[config.mk]
export PLATFORM = sky130hd
export DESIGN_NAME = updn_mod_counter
export DESIGN_NICKNAME = d
export VERILOG_FILES = /design/src/rtl/updn_mod_counter.sv
export SDC_FILE = /design/constraint.sdc
export NUM_CORES = 1
export LEC_CHECK = 0
export ABC_AREA = 1
export CAP_MARGIN = 20
export CORE_MARGIN = 2
export CORE_UTILIZATION = 30
export CTS_CLUSTER_SIZE = 24
export DETAILED_ROUTE_END_ITERATION = 7
export GPL_TIMING_DRIVEN = 1
export PLACE_DENSITY = 0.49
export SLEW_MARGIN = 20
export SYNTH_ARGS = -nofsm -noshare
export SYNTH_HDL_FRONTEND = slang
export SYNTH_SLANG_ARGS = --single-unit
[constraint.sdc]
create_clock -name clk -period 14.55 [get_ports clk]
set_input_delay 3.6375 -clock clk [delete_from_list [all_inputs] [get_ports clk]]
set_output_delay 3.6375 -clock clk [all_outputs]
set_load 0.02 [all_outputs]
[src/rtl/updn_mod_counter.sv]
// Up/down event counter with programmable modulus and step size.
// Wrap or saturate at the boundaries, with sticky crossing flags.
module updn_mod_counter #(
    parameter int WIDTH  = 8,
    parameter int STEP_W = 4
) (
    input  logic              clk,
    input  logic              rst,
    input  logic              en,
    input  logic              dn,
    input  logic              sat,
    input  logic              load,
    input  logic              clr,
    input  logic [WIDTH-1:0]  data,
    input  logic [WIDTH-1:0]  max_val,
    input  logic [STEP_W-1:0] step,
    output logic [WIDTH-1:0]  count,
    output logic              tc,
    output logic              ovf,
    output logic              unf,
    output logic              at_max,
    output logic              at_zero
);

    // Wide enough for count + step and count + max_val + 1 without loss.
    localparam int EW = ((WIDTH > STEP_W) ? WIDTH : STEP_W) + 1;

    logic [WIDTH-1:0] count_q, count_d;
    logic             tc_q, tc_d;
    logic             ovf_q, ovf_d;
    logic             unf_q, unf_d;

    logic [EW-1:0] cnt_e;
    logic [EW-1:0] max_e;
    logic [EW-1:0] step_e;
    logic [EW-1:0] s_e;
    logic [EW-1:0] sum_e;
    logic [EW-1:0] wrap_up_e;
    logic [EW-1:0] wrap_dn_e;

    always_comb begin
        cnt_e     = EW'(count_q);
        max_e     = EW'(max_val);
        step_e    = EW'(step);
        s_e       = (step_e > max_e) ? max_e : step_e;
        sum_e     = cnt_e + s_e;
        wrap_up_e = sum_e - max_e - EW'(1);
        wrap_dn_e = cnt_e + max_e + EW'(1) - s_e;
    end

    always_comb begin
        count_d = count_q;
        tc_d    = 1'b0;
        ovf_d   = ovf_q;
        unf_d   = unf_q;
        if (clr) begin
            count_d = '0;
            ovf_d   = 1'b0;
            unf_d   = 1'b0;
        end else if (load) begin
            count_d = (data > max_val) ? max_val : data;
        end else if (en && (s_e != '0)) begin
            if (cnt_e > max_e) begin
                // Modulus shrank below the count: recover as an up-crossing.
                count_d = sat ? max_val : '0;
                tc_d    = 1'b1;
                ovf_d   = 1'b1;
            end else if (!dn) begin
                if (sum_e > max_e) begin
                    count_d = sat ? max_val : WIDTH'(wrap_up_e);
                    tc_d    = 1'b1;
                    ovf_d   = 1'b1;
                end else begin
                    count_d = WIDTH'(sum_e);
                end
            end else begin
                if (cnt_e < s_e) begin
                    count_d = sat ? '0 : WIDTH'(wrap_dn_e);
                    tc_d    = 1'b1;
                    unf_d   = 1'b1;
                end else begin
                    count_d = WIDTH'(cnt_e - s_e);
                end
            end
        end
    end

    always_ff @(posedge clk) begin
        if (rst) begin
            count_q <= '0;
            tc_q    <= 1'b0;
            ovf_q   <= 1'b0;
            unf_q   <= 1'b0;
        end else begin
            count_q <= count_d;
            tc_q    <= tc_d;
            ovf_q   <= ovf_d;
            unf_q   <= unf_d;
        end
    end

    assign count   = count_q;
    assign tc      = tc_q;
    assign ovf     = ovf_q;
    assign unf     = unf_q;
    assign at_max  = (count_q == max_val);
    assign at_zero = (count_q == '0);

endmodule
# --- Word level (Yosys, flattened, before mapping) ---
# Cells that the tools add are included.
word_totals:
  register_bits: 11
  output_inout_bits: 13
classes:
  n_mux: 18
  n_lt_le_gt_ge: 5
  n_reduce_logical: 9
  n_bitwise: 3
  eq_ne: 2
  n_addsub: 7
op_table:
  columns: ["op", "n"]
  rows:
  - ["8-bit 2-to-1 mux", 11]
  - ["8-bit subtractor", 3]
  - ["8-bit > comparator", 2]
  - ["8-bit by 8-bit adder with 9-bit output", 1]
  - ["9-bit by 8-bit > comparator with 1-bit output", 1]
  - ["9-bit nonzero test", 1]
  - ["8-bit by 1-bit adder with 8-bit output, second input constant", 1]
  - ["8-bit adder", 1]
  - ["8-bit equality test", 1]
  - ["4-bit by 8-bit > comparator with 1-bit output", 1]
  - ["8-bit zero test", 1]
  - ["8-bit less-than comparator", 1]
  - ["8-bit by 1-bit subtractor with 8-bit output, second input constant", 1]
  - ["1-bit 2-to-1 mux", 7]
  - ["5-bit AND reduction", 1]
  - ["4-bit AND reduction", 1]
  - ["2-bit nonzero test", 2]
  - ["4-bit OR reduction", 1]
  - ["1-bit inverter", 3]
  - ["2-bit by 1-bit inequality test with 1-bit output, second input constant", 1]
  - ["2-bit OR reduction", 1]
  - ["1-bit logical AND", 1]

# --- Logic depth before layout (Yosys ltp) ---
# Gate-level depths: netlist (run 1).
logic_depth:
  ltp_word: 11
  depth_mapped: 33
  depth_no_buf: 33

# --- Least setup slack after synthesis (run 1) ---
# No wires, ideal clock.
synth_timing:
  path_type: "input -> output"
  start: "input port max_val[3]"
  end: "output port at_max"
  n_path_buf: 0
  t_required_ns: 10.912
  slack_ns: 6.545
  arrival_time_ns: 4.367
  stages: 6
  path_cell_list: "inv_1 > ha_1 > nand2_1 > nor2_1 > nand2_1 > inv_1"
synth_between:
  elab_chain_cells: 1
synth_lines:
  columns: ["item", "line_no", "source"]
  rows:
  - ["start: declaration", "15", "input logic [WIDTH-1:0] max_val,"]
  - ["8-bit equality test", "106", "assign at_max = (count_q == max_val);"]
  - ["end: declaration", "21", "output logic at_max,"]
# No other way between the ends.

# --- Final worst setup path (run 1) ---
# Same ends and word-level chain as after synthesis.

==> results of run 1 <==
## where the power goes
| group | total, mW | internal (mW) | leakage [nW] | switching [mW] |
|---|---|---|---|---|
| logic | 0.186 | 0.0696 | 1.88 | 0.116 |
| registers | 0.0370 | 0.0320 | 0.0899 | 0.00506 |
| clock network | 0.0320 | 0.0189 | 0.0255 | 0.0131 |
## area by class of cell
class                           instances  share of cell area [%]
Multi-Input combinational cell        412                   69.91
Timing Repair Buffer                   39                   10.22
Inverter                               86                   8.448
Sequential cell                        11                   5.763
Tap cell                              136                   4.453
Clock buffer                            3                   1.081
Clock inverter                          1                  0.1310
## per-layer routing
layer,vias up,track usage (%)
li1,1765,-
met1,1584,28.78
met2,110,29.47
met3,15,1.574
met4,0,4.487
met5,-,0
## critical path: cells and delay by family
family | cells | cell delay, ns
buffers and inverters | 4 | 1.44
adders and majority gates | 1 | 0.35
and+or+nand+nor | 3 | 0.36
## logic make-up after synthesis
| logic type | count (synthesis) | share of synthesized area [%] |
|---|---|---|
| fa+ha+maj | 65 | 26.92 |
| compound gates | 103 | 19.18 |
| simple gates | 217 | 30.84 |
| flops | 11 | 6.846 |
| xor+xnor | 19 | 5.173 |
| buf+inv | 92 | 10.81 |
| other cells | 2 | 0.2335 |
## state kept, by name, indices dropped and copies added, names as in the netlist
name	count
count	8
ovf	1
tc	1
unf	1
## worst max path at each step
stage | endpoint | cells past startpoint | startpoint
global route | at_max | 8 | max_val[3]
detailed placement | at_max | 8 | max_val[3]
finish | at_max | 8 | max_val[3]
CTS | at_max | 8 | max_val[3]
global placement | at_max | 8 | max_val[3]
floorplan | at_max | 6 | max_val[3]
## cells in the final DEF, fill, tap and decap left out, drive strengths merged
master         instances
clkinv                 3
clkbuf                 3
nor2                  42
xnor2                  4
nand4                 15
o21bai                 3
nand2                117
conb                   8
a31o                   1
ha                    58
a211oi                 1
a21oi                 44
nor3                   1
o21a                   2
a21boi                 2
or4                    1
clkdlybuf4s50         39
dfxtp                 11
fa                     7
o311ai                 1
nand3                 30
inv                   84
xor2                  15
or2                    7
o21ai                 37
o2111ai                1
a21o                   2
nor4                   4
o211ai                 7
a31oi                  2
==> reports/qor.yml, run 1 <==
floorplanning:
  core_mm2: 0.01037
  die_h_um: 107.6
  initial_core_util_pct: 31.02
  die_x_um: 107.6
  num_rows: 37
  ios: 40
  die_area_mm2: 0.01157
timing:
  fin_setup_tns_ns: 0
  setup_slack_ns: 5.120
  grt_setup_unrepaired: "no"
  finalCriticalPeriod_ns: 9.430
  tightest_slew_ns: 0.8869
  finalSetupViolCount: 0
  slew_viol_final: 0
  final_hold_viol_count: 0
  worst_slew_margin_rel_pct: 40.65
  fmax_mhz: 106.0
  skew_ns: 0.005004
  hold_slack_ns: 0.4615
  fin_crit_sh_pct: 64.81
synthesis:
  yosysUniqueCellTypes: 43
  synth_area_leader_cell: "ha_1"
  ys_async_sr_fraction_pct: 0
  synth-main-ff-cell: "dfxtp_1"
  synth_common_cells: "nand2_1, inv_1, ha_1"
  synth-seq-cells: 11
  yosysSeqAreaShare_pct: 6.846
  synth_top_area_share_pct: 22.56
  netlist_area_mm2: 0.003217
  syn_area_per_cell_um2: 6.320
  synth_area_leaders: "ha_1, nand2_1, inv_1, dfxtp_1, a21oi_1"
  synth-edff-count: 0
  yosys_warnings: 0
  synthCells: 509
  synth.most_common_cell: "nand2_1"
place:
  hpwlAfterDp_um: 9171
  io_buffer_count: 39
  post-place-cells: 684
  dpl_cell_area_mm2: 0.003775
  gp_congestion: 0.9264
  place_ws_ns: 5.159
worst_setup_path:
  worstSetupStartpointType: "input port"
  crit_path_max_incr_delay_ns: 0.59
  cp_max_fo: 6
  cp_cell_sequence: "clkdlybuf4s50_1 > inv_1 > ha_1 > nand2_1 > nor2_1 > nand2_1 > inv_1 > clkdlybuf4s50_1"
  r2r_end: "count[7]$_SDFFE_PP0P_"
  cp.arrival_ns: 5.79
  crit_type: "in2out"
  crit_required_ns: 10.91
  regToRegStartpoint: "count[1]$_SDFFE_PP0P_"
  rr_worst_depth: 18
  cp-end-kind: "primary output"
  cp_slowest_cell: "clkdlybuf4s50_1"
  r2r_slack_ns: 10.58
global_route:
  grt_overflow: 0
  antenna_found_initial: 0
  groute.usage.overall_pct: 19.18
  grt_pass1_wl_um: 17150
  grt_pass1_vias: 3206
  grt_max_degree: 13
cts:
  h-tree-depth: 1
  cts.hold.buffers_added: 0
  post_cts_buffers: 0
  cts_resized: 0
  clk_latency_ns: 0.24
  clk_path_buf_depth: 2
  cts.clk_slew.worst_paths_ns: 0.06
  root_buffer: "clkbuf_8"
  cts.sinks: 11
  cts_buffers: 3
  cts_tree: "done"
route:
  top_layer_used: "met4"
  wl_met3_um: 506
  drt_iter0_markers: 230
  num_vias: 3474
  wl_per_cell_um: 15.59
  drt-met1-wl_um: 5358
  ant_nets: 0
  wl_um: 10730
  drc: 0
  post_drt_via_cell_ratio: 5.049
  firstDrtPassIters: 4
  wl_met2_um: 4622
layout:
  multi_input_area_mm2: 0.002671
  area_delta_synth_final_pct: 18.79
  antenna_cells: 0
  final_cells: 688
  regArea_um2: 220.2
  stdcell_area_mm2: 0.003821
  final_nets: 645
  drive_above_1_share_pct: 8.333
  fill_cells: 1145
  final_util_pct: 36.85
run:
  maxCapViolations: 0
status:
  status: "completed"
hold_path:
  hold_class: "reg2reg"
  whs_path_depth: 2
  hold_end: "ovf$_SDFFE_PP0P_"
  worstHoldStart: "ovf$_SDFFE_PP0P_"
power:
  p_per_area_mw_per_mm2: 66.65
  ir_drop_mv: 0.04058
  power.total_uw: 254.7
  leakagePower_nw: 1.995
No activity file was read; power rests on OpenSTA's default activity.
==> run 2, diff against run 1 <==
--- a/config.mk
+++ b/config.mk
@@ -12,7 +12,7 @@
 export CTS_CLUSTER_SIZE = 24
 export DETAILED_ROUTE_END_ITERATION = 7
 export GPL_TIMING_DRIVEN = 1
-export PLACE_DENSITY = 0.49
+export PLACE_DENSITY = 0.51
 export SLEW_MARGIN = 20
 export SYNTH_ARGS = -nofsm -noshare
 export SYNTH_HDL_FRONTEND = slang
==> constraint.sdc (replaced) <==
create_clock -name clk -period 8.1 [get_ports clk]
set_input_delay 2.025 -clock clk [delete_from_list [all_inputs] [get_ports clk]]
set_output_delay 2.025 -clock clk [all_outputs]
set_load 0.02 [all_outputs]
==> run 2 against run 1 <==
Effect of this change:
- register-to-register slack got worse by 6.3 ns
- flip-flop and latch count did not move
- non-clock buffer count did not move
- critical path type is now in2reg
- critical endpoint is now count[7]$_SDFFE_PP0P_
==> reports/qor.yml, run 2 (synthesized netlist as in run 1, its figures left out) <==
power:
  leakagePower_nw: 1.993  # -0.14%
  p_clk_share_pct: 13.1  # +0.5 points
  power_frac_comb_pct: 72.4  # -0.5 points
  ir_drop_mv: 0.05254  # +29%
  p_per_area_mw_per_mm2: 120.6  # +81%
  p_switching_uw: 244.1  # +82%
  p_seq_share_pct: 14.5  # about the same
  internal_power_uw: 216.5  # +80%
  switching_share_pct: 52.99  # +0.29 points
cts:
  cts.hold.buffers_added: 0  # unchanged
  cts.clk_slew.worst_paths_ns: 0.06  # about the same
  cts.sinks: 11  # unchanged
  cts_buffers: 3  # unchanged
  clk_latency_ns: 0.24  # about the same
  h-tree-depth: 1  # unchanged
  post_cts_buffers: 0  # unchanged
  clk_path_buf_depth: 2  # unchanged
  cts_tree: "done"
  cts_resized: 0  # unchanged
  root_buffer: "clkbuf_8"
route:
  firstDrtPassIters: 5  # +1
  drc: 0  # unchanged
  drt_iter0_markers: 200  # -13%
  post_drt_via_cell_ratio: 5.052  # about the same
  wl_per_cell_um: 16.13  # +3.5%
  ant_nets: 0  # unchanged
  num_vias: 3476  # +0.058%
  wl_um: 11100  # +3.5%
timing:
  slew_viol_final: 0  # unchanged
  grt_setup_unrepaired: "no"
  finalSetupViolCount: 0  # unchanged
  worst_slew_margin_rel_pct: 50.47  # +9.8 points
  finalCriticalPeriod_ns: 6.716
  fin_crit_sh_pct: 82.91
  tightest_slew_ns: 0.7403  # -0.1467 ns
  final_hold_viol_count: 0  # unchanged
  skew_ns: 0.001231  # -0.003772 ns
  fmax_mhz: 148.9
  fin_setup_tns_ns: 0  # unchanged
worst_setup_path:
  cp.arrival_ns: 6.84  # +1.05 ns
  crit_path_max_incr_delay_ns: 0.56  # -0.03 ns
  cp-end-kind: "flop"
  crit_buf_inv: 5  # +1
  cp_slowest_cell: "clkdlybuf4s50_1"
  cp_top_family: "simple AND/OR/NAND/NOR gates"
  cp_max_fo: 9  # +3
  crit_required_ns: 8.23  # -2.68 ns
  worstSetupStartpointType: "input port"
  crit_type: "in2reg"
layout:
  stdcell_area_mm2: 0.003820  # about the same
  layout_common_cells: "nand2_1, inv_1, ha_1, a21oi_1, clkdlybuf4s50_1"
  final_common_cell: "nand2_1"
  antenna_cells: 0  # unchanged
  final_nets: 645  # unchanged
  area_delta_synth_final_pct: 18.75  # about the same
  multi_input_area_mm2: 0.002671  # unchanged
  regArea_um2: 220.2  # unchanged
  fill_cells: 1153  # +0.70%
  largest_reg_flops: 8  # unchanged
  drive_above_1_share_pct: 8.152  # -0.18 points
status:
  status: "completed"
hold_path:
  hold_class: "reg2reg"
run:
  maxCapViolations: 0  # unchanged
global_route:
  grt_max_degree: 13  # unchanged
  grt_pass1_vias: 3321  # +3.6%
  grt_overflow: 0  # unchanged
  grt_pass1_wl_um: 17660  # +3.0%
  antenna_found_initial: 0  # unchanged
  groute.usage.overall_pct: 19.81  # +0.63 points
floorplanning:
  core_mm2: 0.01037  # unchanged
  die_h_um: 107.6  # unchanged
  die_x_um: 107.6  # unchanged
  ios: 40  # unchanged
  die_area_mm2: 0.01157  # unchanged
  num_rows: 37  # unchanged
  initial_core_util_pct: 31.02  # unchanged
place:
  dpl_cell_area_mm2: 0.003775  # unchanged
  io_buffer_count: 39  # unchanged
  hpwlAfterDp_um: 9148  # -0.24%
  gp_congestion: 0.9403  # +1.5%
run 2: changes by cell type in the layout (fill, tap and decap cells not counted), sizes merged:
| cell | change |
|---|---|
| clkbuf | +1 |
| clkinv | -1 |
run 2: area by class of cell:
cell class	instances	area share, %
inverters	86	8.451
repair buffers	39	10.22
multi-input cells	412	69.93
clock buffers	4	1.179
flip-flops and latches	11	5.765
well taps	136	4.455
run 2: metal layers:
metal	wire length, µm	track usage (%)	vias to the layer above
li1	-	-	1765
met1	5354	28.35	1601
met2	5050	32.57	102
met3	535	1.513	8
met4	155	3.938	0
met5	0	0	-
run 2: worst register-to-register path: cells and delay by family, from the launching register on:
| family | cells | cell delay, ns |
|---|---|---|
| adder cells (fa/ha/maj) | 2 | 0.85 |
| AO/OA/AOI/OAI | 3 | 0.33 |
| AND/OR/NAND/NOR | 8 | 1.37 |
| XOR/XNOR | 1 | 0.13 |
| buffers and inverters | 3 | 0.34 |
| flip-flops | 1 | 0.68 |
run 2: worst paths after layout:
check,from,end,slack [ns],cells past startpoint
max reg2reg,count[1]$_SDFFE_PP0P_,count[7]$_SDFFE_PP0P_,4.27,17
min reg2reg,ovf$_SDFFE_PP0P_,ovf$_SDFFE_PP0P_,0.47,2
min,ovf$_SDFFE_PP0P_,ovf$_SDFFE_PP0P_,0.47,2
max,max_val[3],count[7]$_SDFFE_PP0P_,1.38,26
run 2: power groups by stage:
| stage | clock network [mW] | registers, mW | logic (mW) |
|---|---|---|---|
| after floorplan | 0 | 0.0677 | 0.230 |
| after global placement | 0 | 0.0681 | 0.330 |
| after detailed placement | 0 | 0.0682 | 0.328 |
| after CTS | 0.0604 | 0.0671 | 0.330 |
| after global routing | 0.0618 | 0.0678 | 0.375 |
| final | 0.0605 | 0.0668 | 0.333 |
run 2: stage by stage:
| stage | worst slack [ns] | total power, mW | std cells | util (%) | hold slack (ns) |
|---|---|---|---|---|---|
| after floorplan | 2.447 | 0.2978 | 515 | - | 0.5305 |
| after global placement | 1.232 | 0.3978 | 684 | 36.40 | 0.4432 |
| after detailed placement | 1.193 | 0.3966 | 684 | 36.40 | 0.4458 |
| after CTS | 1.437 | 0.4576 | 688 | 36.84 | 0.4642 |
| after global routing | 0.9902 | 0.5045 | 688 | 36.84 | 0.4883 |
| final | 1.384 | 0.4606 | 688 | 36.84 | 0.4650 |
